===== src/rtl/fifo_framer_pkg.sv =====
// Shared types and constants for the FIFO read-side framer.
// Holds the framer state encoding, header magic and default sizes.
package fifo_framer_pkg;

    localparam int DEF_DSIZE     = 16;
    localparam int DEF_FRAME_LEN = 4;

    localparam logic [7:0] HDR_MAGIC = 8'hA5;

    typedef enum logic [1:0] {
        ST_IDLE,
        ST_HDR,
        ST_PAYLOAD,
        ST_CSUM
    } state_t;

endpackage


===== src/rtl/fifo_framer_csum.sv =====
// Running modulo-2^DSIZE sum of payload words for the frame checksum.
// Clear has priority over accumulate; carries out of the top bit are dropped.
module fifo_framer_csum #(
    parameter int DSIZE = 16
) (
    input  logic             clk_i,
    input  logic             rst_ni,
    input  logic             clr_i,
    input  logic             acc_i,
    input  logic [DSIZE-1:0] data_i,
    output logic [DSIZE-1:0] sum_o
);

    logic [DSIZE-1:0] sum_q, sum_d;

    always_comb begin
        sum_d = sum_q;
        if (clr_i) begin
            sum_d = '0;
        end else if (acc_i) begin
            sum_d = sum_q + data_i;
        end
    end

    always_ff @(posedge clk_i or negedge rst_ni) begin
        if (!rst_ni) begin
            sum_q <= '0;
        end else begin
            sum_q <= sum_d;
        end
    end

    assign sum_o = sum_q;

endmodule


===== src/rtl/fifo_rd_framer.sv =====
// Pops a first-word-fall-through FIFO and emits framed words:
// header {A5, seq}, FRAME_LEN payload words, then a checksum marked last.
module fifo_rd_framer
    import fifo_framer_pkg::*;
#(
    parameter int DSIZE     = DEF_DSIZE,
    parameter int FRAME_LEN = DEF_FRAME_LEN
) (
    input  logic             rclk,
    input  logic             rrst_n,
    input  logic [DSIZE-1:0] rdata,
    input  logic             rempty,
    output logic             r_en,
    output logic [DSIZE-1:0] out_data,
    output logic             out_valid,
    input  logic             out_ready,
    output logic             out_last,
    output logic [7:0]       frame_cnt
);

    state_t           state_q, state_d;
    logic             armed_q;
    logic [7:0]       seq_q;
    logic [7:0]       cnt_q;
    logic [7:0]       frame_cnt_q;
    logic [DSIZE-1:0] data_q;
    logic             valid_q;
    logic             last_q;
    logic [DSIZE-1:0] sum;

    logic slot_free;
    logic last_word;
    logic ld_hdr;
    logic pop;
    logic ld_csum;

    assign slot_free = ~valid_q | out_ready;
    assign last_word = (cnt_q == 8'(FRAME_LEN - 1));

    // armed_q delays the first state change to the second edge after reset release
    always_ff @(posedge rclk or negedge rrst_n) begin
        if (!rrst_n) begin
            state_q <= ST_IDLE;
            armed_q <= 1'b0;
        end else begin
            state_q <= state_d;
            armed_q <= 1'b1;
        end
    end

    always_comb begin
        state_d = state_q;
        case (state_q)
            ST_IDLE:    if (armed_q && !rempty) state_d = ST_HDR;
            ST_HDR:     if (slot_free) state_d = ST_PAYLOAD;
            ST_PAYLOAD: if (pop && last_word) state_d = ST_CSUM;
            ST_CSUM:    if (slot_free) state_d = ST_IDLE;
            default:    state_d = ST_IDLE;
        endcase
    end

    always_comb begin
        ld_hdr  = 1'b0;
        pop     = 1'b0;
        ld_csum = 1'b0;
        case (state_q)
            ST_HDR:     ld_hdr  = slot_free;
            ST_PAYLOAD: pop     = slot_free & ~rempty;
            ST_CSUM:    ld_csum = slot_free;
            default:    ;
        endcase
    end

    assign r_en = pop;

    always_ff @(posedge rclk or negedge rrst_n) begin
        if (!rrst_n) begin
            seq_q       <= 8'd0;
            cnt_q       <= 8'd0;
            frame_cnt_q <= 8'd0;
        end else begin
            if (ld_hdr) begin
                cnt_q <= 8'd0;
            end else if (pop) begin
                cnt_q <= cnt_q + 8'd1;
            end
            if (ld_csum) begin
                seq_q <= seq_q + 8'd1;
            end
            if (valid_q && out_ready && last_q) begin
                frame_cnt_q <= frame_cnt_q + 8'd1;
            end
        end
    end

    // Output register: a new word only enters when the slot is free
    always_ff @(posedge rclk or negedge rrst_n) begin
        if (!rrst_n) begin
            data_q  <= '0;
            valid_q <= 1'b0;
            last_q  <= 1'b0;
        end else if (ld_hdr) begin
            data_q  <= DSIZE'({HDR_MAGIC, seq_q});
            valid_q <= 1'b1;
            last_q  <= 1'b0;
        end else if (pop) begin
            data_q  <= rdata;
            valid_q <= 1'b1;
            last_q  <= 1'b0;
        end else if (ld_csum) begin
            data_q  <= sum;
            valid_q <= 1'b1;
            last_q  <= 1'b1;
        end else if (slot_free) begin
            valid_q <= 1'b0;
            last_q  <= 1'b0;
        end
    end

    fifo_framer_csum #(
        .DSIZE (DSIZE)
    ) u_csum (
        .clk_i  (rclk),
        .rst_ni (rrst_n),
        .clr_i  (ld_hdr),
        .acc_i  (pop),
        .data_i (rdata),
        .sum_o  (sum)
    );

    assign out_data  = data_q;
    assign out_valid = valid_q;
    assign out_last  = last_q;
    assign frame_cnt = frame_cnt_q;

endmodule


===== config.mk =====
export PLATFORM = sky130hd
export DESIGN_NAME = fifo_rd_framer
export DESIGN_NICKNAME = d
export VERILOG_FILES = /design/src/rtl/fifo_framer_pkg.sv /design/src/rtl/fifo_framer_csum.sv /design/src/rtl/fifo_rd_framer.sv
export SDC_FILE = /design/constraint.sdc
export NUM_CORES = 1
export LEC_CHECK = 0
export ABC_CLOCK_PERIOD_IN_PS = 3500
export CORE_MARGIN = 1
export CORE_UTILIZATION = 40
export DETAILED_ROUTE_END_ITERATION = 16
export HOLD_SLACK_MARGIN = 0.08
export REMOVE_ABC_BUFFERS = 1
export SLEW_MARGIN = 20
export SYNTH_ARGS = -nofsm -noshare
export SYNTH_HDL_FRONTEND = slang
export SYNTH_SLANG_ARGS = --single-unit
export TNS_END_PERCENT = 10

===== constraint.sdc =====
create_clock -name rclk -period 3.5 [get_ports rclk]
set_clock_uncertainty 0.2 [all_clocks]
set_input_delay 0.7 -clock rclk [delete_from_list [all_inputs] [get_ports rclk]]
set_output_delay 0.7 -clock rclk [all_outputs]
set_load 0.01 [all_outputs]

Yosys cells after proc, flatten, opt, wreduce, memory -nomap -nowiden
Index checks and enable logic that the tools add are counted.
{"block": "totals", "romBits": 0, "in_bits": 20, "mem_count": 0, "wordCells": 56, "output_inout_bits": 27, "latch_bits": 0, "ram_bits": 0, "reg_bits": 61}
{"block": "op_classes", "n_mux": 21, "n_lt_le_gt_ge": 0, "div": 0, "shifts": 0, "n_reduce_logical": 10, "addsub": 4, "bitwise": 4, "mul": 0, "n_eq_ne": 8}
{"op": "$mux W16", "count": 5}
{"op": "$add A8 B1 Y8 const B", "count": 3}
{"op": "$add A16 B16 Y16", "count": 1}
{"op": "$mux W8", "count": 2}
{"op": "$mux W1", "count": 9}
{"op": "$eq A8 B2 Y1 const B", "count": 1}
{"op": "$mux W2", "count": 4}
{"op": "$ne A2 B2 Y1 const B", "count": 4}
{"op": "$pmux W2 S4", "count": 1}
{"op": "$eq A2 B2 Y1 const B", "count": 2}
{"op": "$logic_and A1 B1 Y1", "count": 4}
{"op": "$reduce_and A4 Y1", "count": 1}
{"op": "$reduce_bool A4 Y1", "count": 1}
{"op": "$reduce_bool A3 Y1", "count": 1}
{"op": "$eq A2 B1 Y1 const B", "count": 1}
{"op": "$logic_not A2 Y1", "count": 1}
{"op": "$not A1 Y1", "count": 2}
{"op": "$reduce_bool A2 Y1", "count": 1}
{"op": "$and A1 B1 Y1", "count": 1}
{"op": "$logic_not A1 Y1", "count": 1}
{"op": "$or A1 B1 Y1", "count": 1}

Logic depth before layout (Yosys ltp)
Gate-level depths: netlist of run 1.
{"block": "depth", "depth_word": 7, "mapped_depth": 9, "ltp_nobuf": 9}

By module
From an unflattened synthesis of run 1, not the netlist that was laid out.
{"block": "hier_totals", "cells_unflattened": 388, "area_unflattened_um2": 3726.1}
{"module": "fifo_rd_framer", "area_each_um2": 2262.2, "cells_per_inst": 234, "seq_area_each_um2": 1126.1, "n_inst": 1}
{"module": "fifo_framer_csum", "area_each_um2": 1463.9, "cells_per_inst": 154, "seq_area_each_um2": 400.4, "n_inst": 1}

Worst setup path before layout of run 1
OpenSTA, ideal clock, no wires.
{"block": "synth_path", "path_kind": "in2reg", "start": "in rdata[0]", "end": "reg u_csum.sum_q[8] (netlist: u_csum.sum_o[8])", "n_path_buf": 0, "arrival_time_ps": 2311, "t_required_ps": 3179, "setup_ps": 121, "path_slack_ps": 868, "stages": 8, "path_cell_list": "ha_1 -> fa_1 -> a21oi_1 -> o21ai_0 -> o21ai_0 -> nand2_1 -> xor2_1 -> a22o_1"}
{"block": "synth_via", "elab_chain_cells": 3}
{"element": "from (decl)", "line_no": "fifo_rd_framer.sv:11", "text": "input logic [DSIZE-1:0] rdata,"}
{"element": "$add A16 B16 Y16", "line_no": "fifo_framer_csum.sv:21", "text": "sum_d = sum_q + data_i;"}
{"element": "$mux W16", "line_no": "fifo_framer_csum.sv:20", "text": "end else if (acc_i) begin"}
{"element": "$mux W16", "line_no": "fifo_framer_csum.sv:18", "text": "if (clr_i) begin"}
{"element": "to (signal assigned)", "line_no": "fifo_framer_csum.sv:29", "text": "sum_q <= sum_d;"}
{"element": "to (decl)", "line_no": "fifo_framer_csum.sv:14", "text": "logic [DSIZE-1:0] sum_q, sum_d;"}
No other way between the ends. The select of a mux whose other input is x is not followed.
A chain may end at the register's enable or synchronous reset.

Worst setup path after layout of run 1
{"block": "layout_path", "start": "in out_ready", "end": "out r_en"}
{"block": "layout_via", "elab_chain_cells": 3}
{"element": "from (decl)", "line_no": "fifo_rd_framer.sv:16", "text": "input logic out_ready,"}
{"element": "$or A1 B1 Y1", "line_no": "fifo_rd_framer.sv:37", "text": "assign slot_free = ~valid_q | out_ready;"}
{"element": "$and A1 B1 Y1", "line_no": "fifo_rd_framer.sv:68", "text": "ST_PAYLOAD: pop = slot_free & ~rempty;"}
{"element": "$mux W1", "line_no": "fifo_rd_framer.sv:66", "text": "case (state_q)"}
{"element": "to (decl)", "line_no": "fifo_rd_framer.sv:13", "text": "output logic r_en,"}
No other way between the ends.

==> results of run 1 <==
==> sequential cells by signal (all words and copies together) (netlist names) <==
name,count
armed_q,1
cnt_q,8
frame_cnt,8
out_data,16
out_last,1
out_valid,1
seq_q,8
state_q,2
u_csum.sum_o,16
==> critical path, stage by stage <==
cell	delay [ns]
clkdlybuf4s50_1	0.50
nand2b_2	0.19
nand2_2	0.15
inv_1	0.18
clkdlybuf4s50_1	0.56
==> cell type report <==
cell class / count / area (um^2)
fillers: 815 / 3961
multi-input cells: 288 / 1826
flip-flops and latches: 61 / 1526
repair buffers: 54 / 515.5
clock buffers: 10 / 137.6
clock inverters: 6 / 133.9
well taps: 105 / 131.4
inverters: 7 / 26.28
==> synthesized netlist by cell type (2+ instances only) <==
cell type	instances	area [um^2]
a21o_1	2	15.01
a21oi_1	17	85.08
a21oi_2	2	17.52
a22o_1	7	61.31
a31oi_1	9	56.30
and2_1	2	12.51
and3_1	5	31.28
and4_1	3	26.28
buf_2	2	10.01
clkbuf_1	11	41.29
dfrtp_1	61	1526
ha_1	23	287.8
inv_1	7	26.28
mux2_2	2	22.52
mux2i_1	2	20.02
nand2_1	65	244.0
nand3_1	12	60.06
nand4_1	8	50.05
nor2_1	30	112.6
o211ai_1	3	22.52
o211ai_2	2	25.02
o21ai_0	37	185.2
o21ai_1	3	15.01
o21bai_1	3	22.52
xnor2_1	19	166.4
xor2_1	14	122.6
==> where the power goes <==
group | total [mW] | internal [mW] | switching (mW)
sequential | 1.15 | 0.959 | 0.187
clock | 0.862 | 0.565 | 0.297
combinational | 1.67 | 0.771 | 0.903
==> cells by family (layout without fill, tap and decap cells) <==
family	after synthesis	in the layout
AOI/OAI and AO/OA	91	91
xor gates and xnor gates	33	33
adders and majority gates	24	24
buffers and inverters	20	77
DFF	61	61
muxes	4	4
other	1	1
and+or+nand+nor	135	135
==> layer usage <==
metal | vias up | GRT usage, % | routed length [um]
met4 | 0 | 6.566 | 98
li1 | 1391 | - | -
met1 | 1360 | 25.71 | 3751
met3 | 10 | 4.911 | 281
met5 | - | 0 | 0
met2 | 53 | 34.36 | 3824
==> worst min-delay path by stage <==
| stage | start | endpoint | slack (ns) | depth (start not counted) |
|---|---|---|---|---|
| 3_3_place_gp | frame_cnt[7] | frame_cnt[7] | 0.26 | 1 |
| 5_1_grt | seq_q[7] | seq_q[7] | 0.29 | 1 |
| 6_report | rrst_n | frame_cnt[2] | 0.26 | 1 |
| 4_1_cts | rrst_n | frame_cnt[2] | 0.27 | 1 |
| 2_1_floorplan | rrst_n | armed_q | 0.20 | 0 |
| 3_5_place_dp | seq_q[7] | seq_q[7] | 0.26 | 1 |
==> key figures, run 1 <==
Worst setup path
  – CP arrival: 2.28 ns
  – CP Capture Type: output pin
  – CP endpoint: r_en
  – Start point of the critical path: out_ready
  – Max FO, Critical Path: 9
  – FF-to-FF Start: state_q[0]
  – CP Class: input port to output pin
  – CP Launch Type: input port
  – RR Endpoint: state_q[1]
  – Crit path required time: 2.60 ns
  – FF-to-FF path depth: 9
  – R2R Setup Slk: 0.94 ns

Layout
  – Diode count: 0
  – Area delta synth->final: 25.42%
  – Commonest non-fill, non-tap cells in the layout: 65 x nand2_1, 61 x dfrtp_1, 45 x clkdlybuf4s50_1
  – Non-Filler Instances: 531
  – Post-route cell area: 4297 um^2
  – Layout Nets: 465
  – Finished Core Util: 52.03%
  – Commonest non-fill, non-tap cell in the layout: nand2_1
  – Layout cells sized above 1: 8.451%

Synthesis
  – Post-synth ARST share: 100.0%
  – Register area share after synthesis: 44.56%
  – Yosys cell types: 44
  – Syn Area/Cell: 9.284 um^2
  – Top FF cell, synth: dfrtp_1
  – Post-synthesis instance area: 3426 um^2
  – Synthesized netlist cell count: 369
  – Fraction of the mapped netlist area in compound gates: 16.69%
  – EDFF count, synth: 0
  – Post-synthesis xor/xnor area fraction: 8.437%
  – Post-Synth Adder-Cell Area: 8.985%
  – Multiplexer share of the synthesized area: 1.242%
  – YS warnings: 0
  – Main combinational cell family by area after synthesis: simple AND/OR/NAND/NOR gates
  – Synth Area in Simple Gates: 17.71%
  – Seq cells post-synth: 61

Timing
  – Final min period: 3.181 ns
  – RSZ-0062 raised after global routing: no
  – Final setup viols: 0
  – Min Hold Slack: 0.2561 ns
  – Final Cycle Share: 90.90%
  – Worst setup margin: 0.3186 ns
  – Worst slew pin tran: 0.8434 ns
  – Worst slew margin: 43.77%
  – Slew Viols, Final: 0
  – Setup TNS: 0 ns
  – Max Clock Freq: 0.3143 GHz
  – Hold Violations, Final: 0

Detailed routing
  – Vias: 2814
  – Antenna viol nets, final: 0
  – Residual DRC count: 0
  – Drt wl/cell: 14.98 um
  – Vias/cell: 5.299
  – Number of DRC markers in iteration 0: 116
  – 1st-pass router iterations: 4
  – Routed WL: 7956 um

Place
  – DP Area: 4025 um^2
  – Routability cong.: 0.8536
  – DPL Wire Length: 5620 um
  – Port buffer count: 46
  – DP Cell Count: 515
  – Pre-CTS setup slack: 0.2690 ns

Floorplanning
  – Die area: 8939 um^2
  – Die width: 94.55 um
  – Die Y-Extent: 94.55 um
  – Initial core utilization: 41.48%
  – Row count: 33
  – Core area: 8258 um^2
  – IO Count: 47

Clocking
  – Post-CTS Hold Buffers: 0
  – TritonCTS Buffers: 9
  – CTS tree: yes
  – CTS max path bufs: 2
  – Post_cts resized: 0
  – Post-CTS setup repair buffer count: 0
  – Clock slew at the register clock pins of the worst setup and hold paths: 0.07 ns
  – H-Tree Depth: 3
  – Root Buffer: clkbuf_8
  – Clk_lat worst skew: 0.35 ns
  – Clock sinks: 61

Pwr
  – Max VDD drop: 0.3753 mV
  – Pwr Total: 3.681 mW
  – Pwr/cell area: 856.7 nW/um^2
  – Leak pwr: 1.943 nW

Global routing
  – Largest net degree at the start of global routing: 37
  – Gr usage total: 20.39%
  – Initial antenna violation count: 0
  – Vias in the first global route: 2893
  – First-pass GRT wire length: 13830 um
  – GR Overflow Total: 0

Outcome
  – Outcome: completed

Run
  – Maxcap violations: 0

Hold path
  – Hold Path Class: input port to async pin
No activity file was read; power rests on OpenSTA's default activity.
==> run 2: changes to the inputs <==
HOLD_SLACK_MARGIN = 0.06   (was 0.08)
PLACE_DENSITY = 0.69   (was unset)
==> key figures, run 2 (same netlist as run 1, synthesis figures left out) <==
Outcome
  – Outcome: completed

Floorplanning
  – IO Count: 47 (unchanged)
  – Die width: 94.55 um (unchanged)
  – Die Y-Extent: 94.55 um (unchanged)
  – Row count: 33 (unchanged)
  – Core area: 8258 um^2 (unchanged)
  – Initial core utilization: 41.48% (unchanged)
  – Die area: 8939 um^2 (unchanged)

Pwr
  – Pwr/cell area: 820.0 nW/um^2 (-4.3%)
  – Max VDD drop: 0.3156 mV (-16%)
  – Leak pwr: 1.890 nW (-2.7%)

Detailed routing
  – Vias: 2886 (+2.6%)
  – 1st-pass router iterations: 4 (unchanged)
  – Antenna viol nets, final: 0 (unchanged)
  – Routed WL: 8241 um (+3.6%)
  – Residual DRC count: 0 (unchanged)
  – Number of DRC markers in iteration 0: 128 (+10%)
  – Vias/cell: 5.435 (+2.6%)
  – Drt wl/cell: 15.52 um (+3.6%)

Timing
  – RSZ-0062 raised after global routing: no
  – Setup TNS: 0 ns (unchanged)
  – Min Hold Slack: 0.1302 ns (-0.1259 ns)
  – Worst setup margin: 0.3476 ns (+0.02898 ns)
  – Final Cycle Share: 90.07% (-0.83 points)
  – Max Clock Freq: 0.3172 GHz (+0.92%)
  – Final setup viols: 0 (unchanged)
  – Worst slew pin tran: 0.6207 ns (-0.2227 ns)
  – Worst slew margin: 58.52% (+15 points)
  – Hold Violations, Final: 0 (unchanged)
  – Slew Viols, Final: 0 (unchanged)
  – Final min period: 3.152 ns (-0.02898 ns)

Worst setup path
  – Max FO, Critical Path: 9 (unchanged)
  – CP Class: input port to output pin
  – FF-to-FF path depth: 9 (unchanged)
  – CP Capture Type: output pin
  – CP Launch Type: input port
  – CP arrival: 2.25 ns (-0.03 ns)
  – Crit path required time: 2.60 ns (about the same)
  – R2R Setup Slk: 0.99 ns (+0.05 ns)
  – FF-to-FF Start: u_csum.sum_o[0]
  – RR Endpoint: u_csum.sum_o[8]

Place
  – DP Cell Count: 515 (unchanged)
  – Routability cong.: 0.8498 (-0.45%)
  – Port buffer count: 46 (unchanged)
  – Pre-CTS setup slack: 0.2565 ns (-0.01247 ns)
  – DPL Wire Length: 5767 um (+2.6%)

Run
  – Maxcap violations: 0 (unchanged)

Layout
  – Commonest non-fill, non-tap cells in the layout: 65 x nand2_1, 61 x dfrtp_1, 45 x clkdlybuf4s50_1
  – Fillers: 796 (-2.3%)
  – Finished Core Util: 51.00% (-1.0 points)
  – Commonest non-fill, non-tap cell in the layout: nand2_1
  – Non-Filler Instances: 531 (unchanged)
  – Layout cells sized above 1: 8.451% (unchanged)
  – Diode count: 0 (unchanged)
  – Area delta synth->final: 22.94%
  – Layout Nets: 465 (unchanged)

Global routing
  – Initial antenna violation count: 0 (unchanged)
  – First-pass GRT wire length: 13940 um (+0.80%)
  – Vias in the first global route: 2901 (+0.28%)
  – Largest net degree at the start of global routing: 35 (-5.4%)
  – GR Overflow Total: 0 (unchanged)
  – Gr usage total: 20.50% (+0.11 points)

Hold path
  – Hold Path Class: input port to async pin

Clocking
  – Root Buffer: clkbuf_8
  – H-Tree Depth: 3 (unchanged)
  – Clock sinks: 61 (unchanged)
  – TritonCTS Buffers: 9 (unchanged)
  – CTS tree: yes
  – Post-CTS setup repair buffer count: 0 (unchanged)
  – Post_cts resized: 0 (unchanged)
  – CTS max path bufs: 2 (unchanged)
  – Clock slew at the register clock pins of the worst setup and hold paths: 0.07 ns (about the same)
  – Post-CTS Hold Buffers: 0 (unchanged)
  – Clk_lat worst skew: 0.34 ns (about the same)
run 2: cell types whose count changed in the layout (fill, tap and decap cells not counted), sizes merged:
cell	before	now
clkbuf	10	11
clkinv	2	1
clkinvlp	0	4
bufinv	4	0
run 2: report_power, final:
part	internal [mW]	switching, mW	total [mW]
clock	0.294	0.296	0.590
sequential	0.959	0.198	1.16
combinational	0.774	0.933	1.71
total	2.03	1.43	3.45
run 2: per-layer routing:
metal / GRT usage [%] / routed length (um) / share of wire [%] / vias to the layer above
li1: - / - / - / 1394
met1: 26.84 / 3747 / 45 / 1401
met2: 34.06 / 3935 / 48 / 78
met3: 3.543 / 434 / 5.3 / 13
met4: 7.449 / 125 / 1.5 / 0
met5: 0 / 0 / 0 / -
run 2: through the flow:
step	power, mW	cell area, um^2
5_1_grt	3.757	4212
6_report	3.453	4212
3_3_place_gp	2.812	4025
2_1_floorplan	2.208	3374
4_1_cts	3.467	4212
3_5_place_dp	2.865	4025
run 2: cell type report:
class	count	area, um^2	area share [%]
Multi-Input combinational cell	288	1826	43.35
Sequential cell	61	1526	36.24
Timing Repair Buffer	54	515.5	12.24
Clock buffer	11	151.4	3.595
Tap cell	105	131.4	3.119
Clock inverter	5	35.03	0.8318
Inverter	7	26.28	0.6239
run 2: worst max path at each step:
stage,end,slack [ns],from,depth (start not counted)
floorplan,out_data[0],0.53,rempty,5
global placement,u_csum.sum_o[8],0.29,rdata[0],10
detailed placement,u_csum.sum_o[8],0.26,rdata[0],10
CTS,r_en,0.33,out_ready,5
global route,r_en,0.24,out_ready,5
finish,r_en,0.35,out_ready,5
run 2: worst max-delay path, stage by stage:
cell and delay, ns:
clkdlybuf4s50_1 0.50, nand2b_2 0.20, nand2_2 0.14, inv_1 0.16, clkdlybuf4s50_1 0.56
